[config.mk]
export PLATFORM = sky130hd
export DESIGN_NAME = alu_trojan_monitor
export DESIGN_NICKNAME = d
export VERILOG_FILES = /design/src/rtl/alu_mon_pkg.sv /design/src/rtl/alu_ref_model.sv /design/src/rtl/alu_trojan_monitor.sv
export SDC_FILE = /design/constraint.sdc
export NUM_CORES = 1
export LEC_CHECK = 0
export CAP_MARGIN = 10
export CORE_MARGIN = 2
export CORE_UTILIZATION = 48
export CTS_BUF_LIST = sky130_fd_sc_hd__clkbuf_4 sky130_fd_sc_hd__clkbuf_8 sky130_fd_sc_hd__clkbuf_16
export CTS_CLUSTER_DIAMETER = 40
export DETAILED_ROUTE_END_ITERATION = 8
export PLACE_DENSITY = 0.78
export SYNTH_ARGS = -nofsm -noshare
export SYNTH_HDL_FRONTEND = slang
export SYNTH_SLANG_ARGS = --single-unit
[constraint.sdc]
create_clock -name clk -period 4.7 [get_ports clk]
set_input_delay 1.41 -clock clk [delete_from_list [all_inputs] [get_ports clk]]
set_output_delay 1.41 -clock clk [all_outputs]
set_load 0.02 [all_outputs]
[src/rtl/alu_mon_pkg.sv]
// Shared definitions for the ALU trojan monitor.
//   OPND_W      : operand / result width of the monitored ALU
//   alu_op_e    : op encodings (ADD, SUB, AND, OR)
//   mon_state_e : monitor FSM states (IDLE, ARMED, ALARM)
//   alu_flags_t : result plus carry/zero/overflow flags
package alu_mon_pkg;

  localparam int unsigned OPND_W = 4;

  typedef enum logic [1:0] {
    OP_ADD = 2'b00,
    OP_SUB = 2'b01,
    OP_AND = 2'b10,
    OP_OR  = 2'b11
  } alu_op_e;

  typedef enum logic [1:0] {
    IDLE,
    ARMED,
    ALARM
  } mon_state_e;

  typedef struct packed {
    logic [OPND_W-1:0] result;
    logic              carry;
    logic              zero;
    logic              overflow;
  } alu_flags_t;

endpackage

[src/rtl/alu_ref_model.sv]
// Combinational golden model of the 4-bit ALU under observation.
// Ports:
//   A, B      in  operands
//   op        in  00 ADD, 01 SUB, 10 AND, 11 OR
//   result    out 4-bit result
//   carry     out ADD carry-out / SUB unsigned borrow (A<B); 0 for logic ops
//   zero      out result == 0
//   overflow  out two's-complement overflow for ADD/SUB; 0 for logic ops
module alu_ref_model
  import alu_mon_pkg::*;
(
  input  logic [OPND_W-1:0] A,
  input  logic [OPND_W-1:0] B,
  input  logic [1:0]        op,
  output logic [OPND_W-1:0] result,
  output logic              carry,
  output logic              zero,
  output logic              overflow
);

  localparam int unsigned MSB = OPND_W - 1;

  logic [OPND_W:0] sum_w;
  logic [OPND_W:0] diff_w;

  always_comb begin
    sum_w    = {1'b0, A} + {1'b0, B};
    // Extra bit of the difference is the unsigned borrow.
    diff_w   = {1'b0, A} - {1'b0, B};
    result   = '0;
    carry    = 1'b0;
    overflow = 1'b0;
    case (alu_op_e'(op))
      OP_ADD: begin
        result   = sum_w[OPND_W-1:0];
        carry    = sum_w[OPND_W];
        overflow = (A[MSB] == B[MSB]) && (sum_w[MSB] != A[MSB]);
      end
      OP_SUB: begin
        result   = diff_w[OPND_W-1:0];
        carry    = diff_w[OPND_W];
        overflow = (A[MSB] != B[MSB]) && (diff_w[MSB] != A[MSB]);
      end
      OP_AND: result = A & B;
      OP_OR:  result = A | B;
      default: result = '0;
    endcase
    zero = (result == '0);
  end

endmodule

[src/rtl/alu_trojan_monitor.sv]
// Runtime monitor that checks a 4-bit ALU against a golden model and raises a
// sticky alarm once the number of mismatches reaches MISMATCH_THRESH.
// Parameters:
//   CNT_W           width of check/mismatch counters (saturating)
//   MISMATCH_THRESH mismatch count that triggers the alarm (1..2^CNT_W-1)
// Ports:
//   clk, rst_n                       clock, async active-low reset
//   in_valid, A, B, op               operands sampled by the monitored ALU
//   dut_result, dut_carry,
//   dut_zero, dut_overflow           ALU outputs, one cycle after in_valid
//   alarm_clr                        sync clear of alarm, counters, capture
//   alarm                            sticky trojan-detected flag
//   mismatch                         pulse in the cycle a check fails
//   check_cnt, mismatch_cnt          saturating counters
//   fail_A, fail_B, fail_op          operands of first mismatch since clear
// Optional build macro ALU_MON_PEROP_STATS_EN adds per_op_mismatch, four
// 8-bit saturating mismatch counters indexed by op.
module alu_trojan_monitor
  import alu_mon_pkg::*;
#(
  parameter int unsigned CNT_W           = 16,
  parameter int unsigned MISMATCH_THRESH = 1
) (
  input  logic              clk,
  input  logic              rst_n,
  input  logic              in_valid,
  input  logic [OPND_W-1:0] A,
  input  logic [OPND_W-1:0] B,
  input  logic [1:0]        op,
  input  logic [OPND_W-1:0] dut_result,
  input  logic              dut_carry,
  input  logic              dut_zero,
  input  logic              dut_overflow,
  input  logic              alarm_clr,
  output logic              alarm,
  output logic              mismatch,
  output logic [CNT_W-1:0]  check_cnt,
  output logic [CNT_W-1:0]  mismatch_cnt,
  output logic [OPND_W-1:0] fail_A,
  output logic [OPND_W-1:0] fail_B,
  output logic [1:0]        fail_op
`ifdef ALU_MON_PEROP_STATS_EN
  ,
  output logic [3:0][7:0]   per_op_mismatch
`endif
);

  localparam logic [CNT_W-1:0] CNT_ONE  = CNT_W'(1);
  localparam logic [CNT_W-1:0] THRESH_C = CNT_W'(MISMATCH_THRESH);

  mon_state_e        state_q, state_d;
  logic              pend_q, pend_d;
  logic [OPND_W-1:0] a_q, a_d, b_q, b_d;
  logic [1:0]        op_q, op_d;
  logic [CNT_W-1:0]  chk_q, chk_d, mis_q, mis_d;
  logic [OPND_W-1:0] fail_a_q, fail_a_d, fail_b_q, fail_b_d;
  logic [1:0]        fail_op_q, fail_op_d;
  logic              thresh_hit;
  alu_flags_t        gold_w, obs_w;

  alu_ref_model u_ref (
    .A        (a_q),
    .B        (b_q),
    .op       (op_q),
    .result   (gold_w.result),
    .carry    (gold_w.carry),
    .zero     (gold_w.zero),
    .overflow (gold_w.overflow)
  );

  assign obs_w    = '{result: dut_result, carry: dut_carry,
                      zero: dut_zero, overflow: dut_overflow};
  assign mismatch = pend_q && (obs_w != gold_w);

  // Clear is applied before the current check is accounted, so a check
  // coinciding with alarm_clr lands in freshly zeroed counters.
  always_comb begin
    pend_d    = in_valid;
    a_d       = in_valid ? A  : a_q;
    b_d       = in_valid ? B  : b_q;
    op_d      = in_valid ? op : op_q;
    chk_d     = alarm_clr ? '0 : chk_q;
    mis_d     = alarm_clr ? '0 : mis_q;
    fail_a_d  = alarm_clr ? '0 : fail_a_q;
    fail_b_d  = alarm_clr ? '0 : fail_b_q;
    fail_op_d = alarm_clr ? '0 : fail_op_q;
    if (pend_q && (chk_d != '1)) chk_d = chk_d + CNT_ONE;
    if (mismatch) begin
      // The count saturates and never wraps, so zero means "nothing
      // captured since reset/clear".
      if (mis_d == '0) begin
        fail_a_d  = a_q;
        fail_b_d  = b_q;
        fail_op_d = op_q;
      end
      if (mis_d != '1) mis_d = mis_d + CNT_ONE;
    end
  end

  assign thresh_hit = (mis_d >= THRESH_C);

  always_comb begin
    state_d = state_q;
    if (alarm_clr) begin
      state_d = IDLE;
    end else begin
      case (state_q)
        IDLE:    if (thresh_hit) state_d = ALARM;
                 else if (in_valid) state_d = ARMED;
        ARMED:   if (thresh_hit) state_d = ALARM;
        ALARM:   state_d = ALARM;
        default: state_d = IDLE;
      endcase
    end
  end

  always_ff @(posedge clk or negedge rst_n) begin
    if (!rst_n) begin
      state_q   <= IDLE;
      pend_q    <= 1'b0;
      a_q       <= '0;
      b_q       <= '0;
      op_q      <= '0;
      chk_q     <= '0;
      mis_q     <= '0;
      fail_a_q  <= '0;
      fail_b_q  <= '0;
      fail_op_q <= '0;
    end else begin
      state_q   <= state_d;
      pend_q    <= pend_d;
      a_q       <= a_d;
      b_q       <= b_d;
      op_q      <= op_d;
      chk_q     <= chk_d;
      mis_q     <= mis_d;
      fail_a_q  <= fail_a_d;
      fail_b_q  <= fail_b_d;
      fail_op_q <= fail_op_d;
    end
  end

  assign alarm        = (state_q == ALARM);
  assign check_cnt    = chk_q;
  assign mismatch_cnt = mis_q;
  assign fail_A       = fail_a_q;
  assign fail_B       = fail_b_q;
  assign fail_op      = fail_op_q;

`ifdef ALU_MON_PEROP_STATS_EN
  logic [3:0][7:0] perop_q, perop_d;

  always_comb begin
    perop_d = alarm_clr ? '0 : perop_q;
    if (mismatch && (perop_d[op_q] != '1)) perop_d[op_q] = perop_d[op_q] + 8'd1;
  end

  always_ff @(posedge clk or negedge rst_n) begin
    if (!rst_n) perop_q <= '0;
    else        perop_q <= perop_d;
  end

  assign per_op_mismatch = perop_q;
`endif

endmodule

==> impl_results.md, run 1 <==
- Post-Syn Nets: about 420
- Die ar.: 8160 um^2
- Final WL: between 8000 and 9000 um
- Vias in the first global route: slightly above 3000
- Clk slew on worst S/H paths: 100 ps
- Final hold slack: 522 ps
- Layout area overhead: 26.1%
- Required @ worst endpoint: around 5000 ps
- 1st-iter DRT viols: 174
- Largest net degree at the start of global routing: between 50 and 60
- Slowest stage delay, CP: 520 ps
- Clk sinks: between 50 and 60
- CP endpoint kind: flip-flop
- Peak VDD IR: between 0.1 and 0.15 mV
- Core area: ~7300 um^2
- Final period util: 95.8%
- Sequential-to-total area share from yosys stat: around two fifths
- Number of remaining DRC errors: 0
- Vias per cell: 5.49
- Hold path start: fail_A[0]$_DFF_PN0_
- Synth Warn #: 0
- Antenna violations before repair: 0
- Async set or reset register ratio after synthesis: between 90% and 100%
- Pwr Density: 253 nW/um^2
- Yosys reg bits: between 50 and 60
- Total grt overflow: 0
- Setup TNS: 0 ps
- Largest cells by area after synthesis: dfrtp_1 (38%), ha_1 (6.6%), xnor2_1 (6.1%)
- Synthesized area: approximately 3600 um^2
- Final min period: 4500 ps
- Share of the synthesized area in the top cell type: about 38%
- Port Buffers: 64
- Routed Antenna Nets: 0
- Synth Instances: roughly 380
- Worst setup path category: input port to flip-flop
- H-tree levels: 2
- Least-Margin Pin Slew: 940 ps
- Synth cell count leaders: dfrtp_1 (55), nor2_1 (32), nand2_1 (30)
- Nets: just under 500
- Placer Congestion: 0.882
- First-pass GRT wire length: approximately 15000 um
- Die W: roughly 90 um
- Status: completed
- Starting Density: between 40% and 50%
- # setup viols final: 0
- Post-synth EDFFs: 0
- Fillers: around 640
- CP Launch Point: dut_overflow
- Critical Path AT: about 4800 ps
- Ports: 65
- Clock tree buffer depth: 2
- Worst-Skew Late Latency: between 300 and 400 ps
- Post-Syn Area per Cell: ~9.4 um^2
- Synth area leader: dfrtp_1
- Die Span Y: 90.4 um
- Slew Viols, Final: 0
- Fmax: between 200 and 250 MHz
- CTS root buffer: clkbuf_8
- Leakage power: between 1.5 and 2 nW
- GRT Overall Usage: between 20% and 30%
- Top FF cell, synth: dfrtp_1
- WL/cell: 15.6 um
- Critical path cell sequence: clkdlybuf4s50_1 -> buf_4 -> nor4_1 -> nor4_1 -> and4_1 -> nand3_1 -> nand2_2 -> inv_4 -> buf_4 -> and4_1 -> mux2_4 -> or4_1 -> or4_1 -> nand3_1
- Crit Reg-Reg Startpoint: a_q[0]$_DFFE_PN0P_
- Final setup margin: 196 ps
- Count leader, synth: dfrtp_1
- Via Count: 3029
- HP Class: flip-flop to flip-flop
- Worst Skew: 8.52 ps
- Proportion of layout cells with a drive suffix above 1: a little under an eighth
- Number of max-cap violations: 0
- RSZ-0062 raised after global routing: no
- Row count: 31
- Slowest library cell on the worst path: or4_1
- Startpoint Class: input port
- Worst-path fanout max: 15
- Synth cell types: 59
- CTS tree: built
- Final Hold Fails: 0
- DP HPWL: 6420 um
- Slew Limit Headroom: between 30% and 40%
- Hold buffers post-CTS: 0
- First drt pass iteration count: 4
- Total CTS buffers: 5
- Antenna cells: 0
- Post-place setup slack: -191 ps
-- worst max-delay path, delay by kind of cell --
kind	cells	cell delay (ps)
buffers and inverters	4	860
AND/OR/NAND/NOR	9	2160
multiplexers	1	310
-- where the power goes --
| group | total, W | switching [W] | internal (W) |
|---|---|---|---|
| Sequential | 0.000532 | 0.0000287 | 0.000504 |
| Clock | 0.000274 | 0.000161 | 0.000113 |
| Combinational | 0.000335 | 0.000183 | 0.000152 |
-- cell families after synthesis --
kind of cell    Yosys count  share of synthesized area [%]
simple gates            174                           27.3
flops                    55                           38.4
compound gates           49                           9.16
xor+xnor                 36                           8.81
buf+inv                  36                           4.37
fa+ha+maj                21                           7.76
mux                      11                           4.16
-- cell type report --
class / instances / area, um^2 / area share, %
Inverter: 22 / 85.1 / 1.89
Tap cell: 99 / 124 / 2.74
Clock buffer: 6 / 76.3 / 1.69
Multi-Input combinational cell: 291 / 2100 / 46.5
Sequential cell: 55 / 1380 / 30.5
Clock inverter: 2 / 17.5 / 0.388
Timing Repair Buffer: 77 / 736 / 16.3
-- layer usage --
layer | vias up | global-route usage, % | wire length (um)
met4 | 0 | 5.51 | 109
met1 | 1465 | 29.4 | 3840
li1 | 1467 | - | -
met2 | 87 | 37.9 | 4320
met3 | 10 | 2.84 | 345
met5 | - | 0 | 0
-- worst paths after layout --
kind | to | depth (start not counted) | slack, ps
setup / recovery | state_q[1]$_DFFE_PN0P_ | 14 | 200
hold / removal | fail_A[0]$_DFF_PN0_ | 2 | 520
setup reg to reg | state_q[1]$_DFFE_PN0P_ | 16 | 260
hold reg to reg | fail_A[0]$_DFF_PN0_ | 2 | 520
max in group asynchronous | mismatch_cnt[8]$_DFF_PN0_ | 2 | 2740
min in group asynchronous | check_cnt[13]$_DFF_PN0_ | 1 | 1220
-- stage by stage --
stage	utilization [%]	cell area [um^2]	instances	power [W]
after global routing	62.2	4510	552	0.00121
after CTS	61.8	4480	551	0.00114
after detailed placement	60.5	4390	543	0.000868
after floorplan	-	3630	382	0.000749
after global placement	60.5	4390	543	0.000859
final	62.2	4510	552	0.00114
-- sequential cells by signal (all words and copies together) (netlist names) --
signal	cells
b_q	4
state_q	2
pend_q	1
check_cnt	16
fail_A	4
fail_B	4
a_q	4
op_q	2
mismatch_cnt	16
fail_op	2
-- cells in the final DEF, fill, tap and decap left out, types with 12 or more instances in the layout --
cell type	n
o21ai_0	23
nand3_1	17
inv_1	19
xnor2_1	25
nor2b_1	19
clkdlybuf4s50_1	61
ha_1	16
buf_4	12
nor2_1	32
nand2_1	30
dfrtp_1	55
-- timing repair --
action | CTS | global route
endpoints found under the setup margin | 1 | 2
pin swaps | 0 | 2
buffers inserted | 0 | 1
gates resized for setup | 1 | 7
Note: power is estimated with default switching activity, not from simulation.
==> inputs of run 2 (changes only) <==
--- a/config.mk
+++ b/config.mk
@@ -15,3 +15,4 @@
 export SYNTH_ARGS = -nofsm -noshare
 export SYNTH_HDL_FRONTEND = slang
 export SYNTH_SLANG_ARGS = --single-unit
+export TNS_END_PERCENT = 10
==> results of run 2 <==
Final layout, timing and power as in run 1 (identical DEF).
==> inputs of run 3 (changes only) <==
==> constraint.sdc (replaced) <==
create_clock -name clk -period 5.43 [get_ports clk]
set_input_delay 1.629 -clock clk [delete_from_list [all_inputs] [get_ports clk]]
set_output_delay 1.629 -clock clk [all_outputs]
set_load 0.02 [all_outputs]
==> run 3 against run 2 <==
Cell area decreased by 1.4%. Critical path type is now input port to primary output. Count of clock-buffer cells in the layout unchanged. Power decreased by 10%. Cell count decreased by 0.91%. Via count decreased by 0.53%. Sequential power decreased by 13%. Critical endpoint is now mismatch. Clock power increased by 3%. Global-route usage decreased by 1.0 points. Wire length decreased by 3.9%.
==> impl_results.md, run 3 (synthesis results as in run 1) <==
- Status: completed
- Pwr Density: 230 nW/um^2 (-9.0%)
- Clk sinks: 55 (unchanged)
- Die ar.: 8160 um^2 (unchanged)
- Final period util: between 90 and 100%
- HP Class: flip-flop to flip-flop
- CTS resizes: 0 (-1)
- Hold buffers post-CTS: 0 (unchanged)
- Number of max-cap violations: 0 (unchanged)
- Row count: 31 (unchanged)
- Die Span Y: 90.4 um (unchanged)
- Worst setup path category: input port to primary output
- Vias in the first global route: 2984 (-3.4%)
- CTS tree: built
- Critical Path AT: 3650 ps (-1100 ps)
- Total CTS buffers: 5 (unchanged)
- Via Count: 3013 (-0.53%)
- First drt pass iteration count: 4 (unchanged)
- Layout Utilization: 61.4% (-0.85 points)
- Core area: 7250 um^2 (unchanged)
- Number of remaining DRC errors: 0 (unchanged)
- CTS root buffer: clkbuf_8
- # setup viols final: 0 (unchanged)
- Port Buffers: 64 (unchanged)
- First-pass GRT wire length: 14100 um (-5.1%)
- CP endpoint kind: primary output
- Slew Viols, Final: 0 (unchanged)
- Die W: 90.4 um (unchanged)
- Most frequent cells in the layout: clkdlybuf4s50_1 (63), dfrtp_1 (55), nor2_1 (32)
- Final instance area: 4450 um^2 (-1.4%)
- Starting Density: 49.4% (unchanged)
- Fillers: 613 (-3.8%)
- Total grt overflow: 0 (unchanged)
- WL/cell: 15.1 um (-3.0%)
- Nets: 489 (-1.0%)
- RSZ-0062 raised after global routing: no
- Startpoint Class: input port
- Clk slew on worst S/H paths: 100 ps (about the same)
- Largest net degree at the start of global routing: 56 (+3.7%)
- Setup TNS: 0 ps (unchanged)
- 1st-iter DRT viols: 182 (+4.6%)
- Required @ worst endpoint: 3800 ps (-1150 ps)
- Least-Margin Pin Slew: 701 ps (-239 ps)
- H-tree levels: 2 (unchanged)
- GRT Overall Usage: 21.0% (-1.0 points)
- Slew Limit Headroom: 53.1% (+16 points)
- Worst-path fanout max: 3 (-12)
- DP HPWL: 6270 um (-2.3%)
- Layout area overhead: 24.4%
- Final WL: 8280 um (-3.9%)
- Placed instance area: 4330 um^2 (-1.4%)
- Placer Congestion: 0.937 (+6.1%)
- Ports: 65 (unchanged)
- Antenna violations before repair: 0 (unchanged)
- Postcts setup bufs: 0 (unchanged)
- Leakage power: 1.93 nW (-0.83%)
- Fmax: 189 MHz
- Worst Skew: 13.8 ps (+5.31 ps)
- Antenna cells: 0 (unchanged)
- Final min period: between 5000 and 6000 ps
- Peak VDD IR: 0.120 mV (-17%)
- Commonest non-fill, non-tap cell in the layout: clkdlybuf4s50_1
- Routed Antenna Nets: 0 (unchanged)
- Vias per cell: 5.51 (+0.38%)
- Worst-Skew Late Latency: 310 ps (about the same)
- Final Hold Fails: 0 (unchanged)
- Clock tree buffer depth: 2 (unchanged)
- Final setup margin: 150 ps (-45.7 ps)
- Post-place setup slack: 69.4 ps (+260 ps)
- Proportion of layout cells with a drive suffix above 1: 9.15% (-2.8 points)
==> run 3: cell types whose count changed in the layout (fill, tap and decap cells not counted), moves of 2 or more <==
cell | before | now
buf_4 | 12 | 8
ha_1 | 16 | 19
clkdlybuf4s50_1 | 61 | 63
clkinv_4 | 2 | 0
ha_4 | 2 | 0
==> run 3: cell type report <==
class                      instances  area [um^2]  share of cell area [%]
multi-input combinational        291         2050                    46.1
tap                               99          124                    2.78
inverter                          22         85.1                    1.91
clock buffer                       6         82.6                    1.85
timing repair buffer              72          696                    15.6
clock inverter                     2         35.0                   0.787
sequential                        55         1380                    30.9
==> run 3: routing by layer <==
metal / part of all wire [%] / vias to the layer above / global-route usage [%] / wire [um]
met4: 1.9 / 0 / 7.18 / 157
met1: 44 / 1458 / 27.7 / 3610
met3: 5.0 / 17 / 3.17 / 413
met5: 0 / - / 0 / 0
met2: 49 / 82 / 35.3 / 4090
li1: - / 1456 / - / -
==> run 3: metrics by stage <==
| step | total power, W | instances | hold WS, ps |
|---|---|---|---|
| floorplan | 0.000645 | 382 | 560 |
| global placement | 0.000739 | 539 | 496 |
| detailed placement | 0.000747 | 539 | 504 |
| CTS | 0.00103 | 547 | 542 |
| global route | 0.00108 | 547 | 558 |
| finish | 0.00102 | 547 | 536 |
==> run 3: final timing paths <==
path / cells after the start / start / slack [ps] / end
max in group asynchronous: 2 / rst_n / 3540 / mismatch_cnt[4]$_DFF_PN0_
setup reg to reg: 16 / a_q[0]$_DFFE_PN0P_ / 980 / state_q[1]$_DFFE_PN0P_
min in group asynchronous: 2 / rst_n / 1430 / check_cnt[11]$_DFF_PN0_
hold reg to reg: 2 / fail_A[0]$_DFF_PN0_ / 540 / fail_A[0]$_DFF_PN0_
setup / recovery: 10 / dut_overflow / 150 / mismatch
hold / removal: 2 / fail_A[0]$_DFF_PN0_ / 540 / fail_A[0]$_DFF_PN0_
==> run 3: worst max-delay path: stages <==
cell,delay (ps)
clkdlybuf4s50_1,450
nor4_2,200
nand2_1,90
mux2i_1,130
nor4_1,60
and4_1,210
nand3_1,120
nand2_2,100
inv_4,70
clkdlybuf4s50_1,600
==> run 3: power by group <==
group | switching, W | total [W] | leakage [nW] | internal, W
combinational | 0.000153 | 0.000281 | 1.14 | 0.000128
sequential | 0.0000263 | 0.000462 | 0.731 | 0.000436
clock | 0.000132 | 0.000281 | 0.0612 | 0.000149
total | 0.000311 | 0.00102 | 1.93 | 0.000713
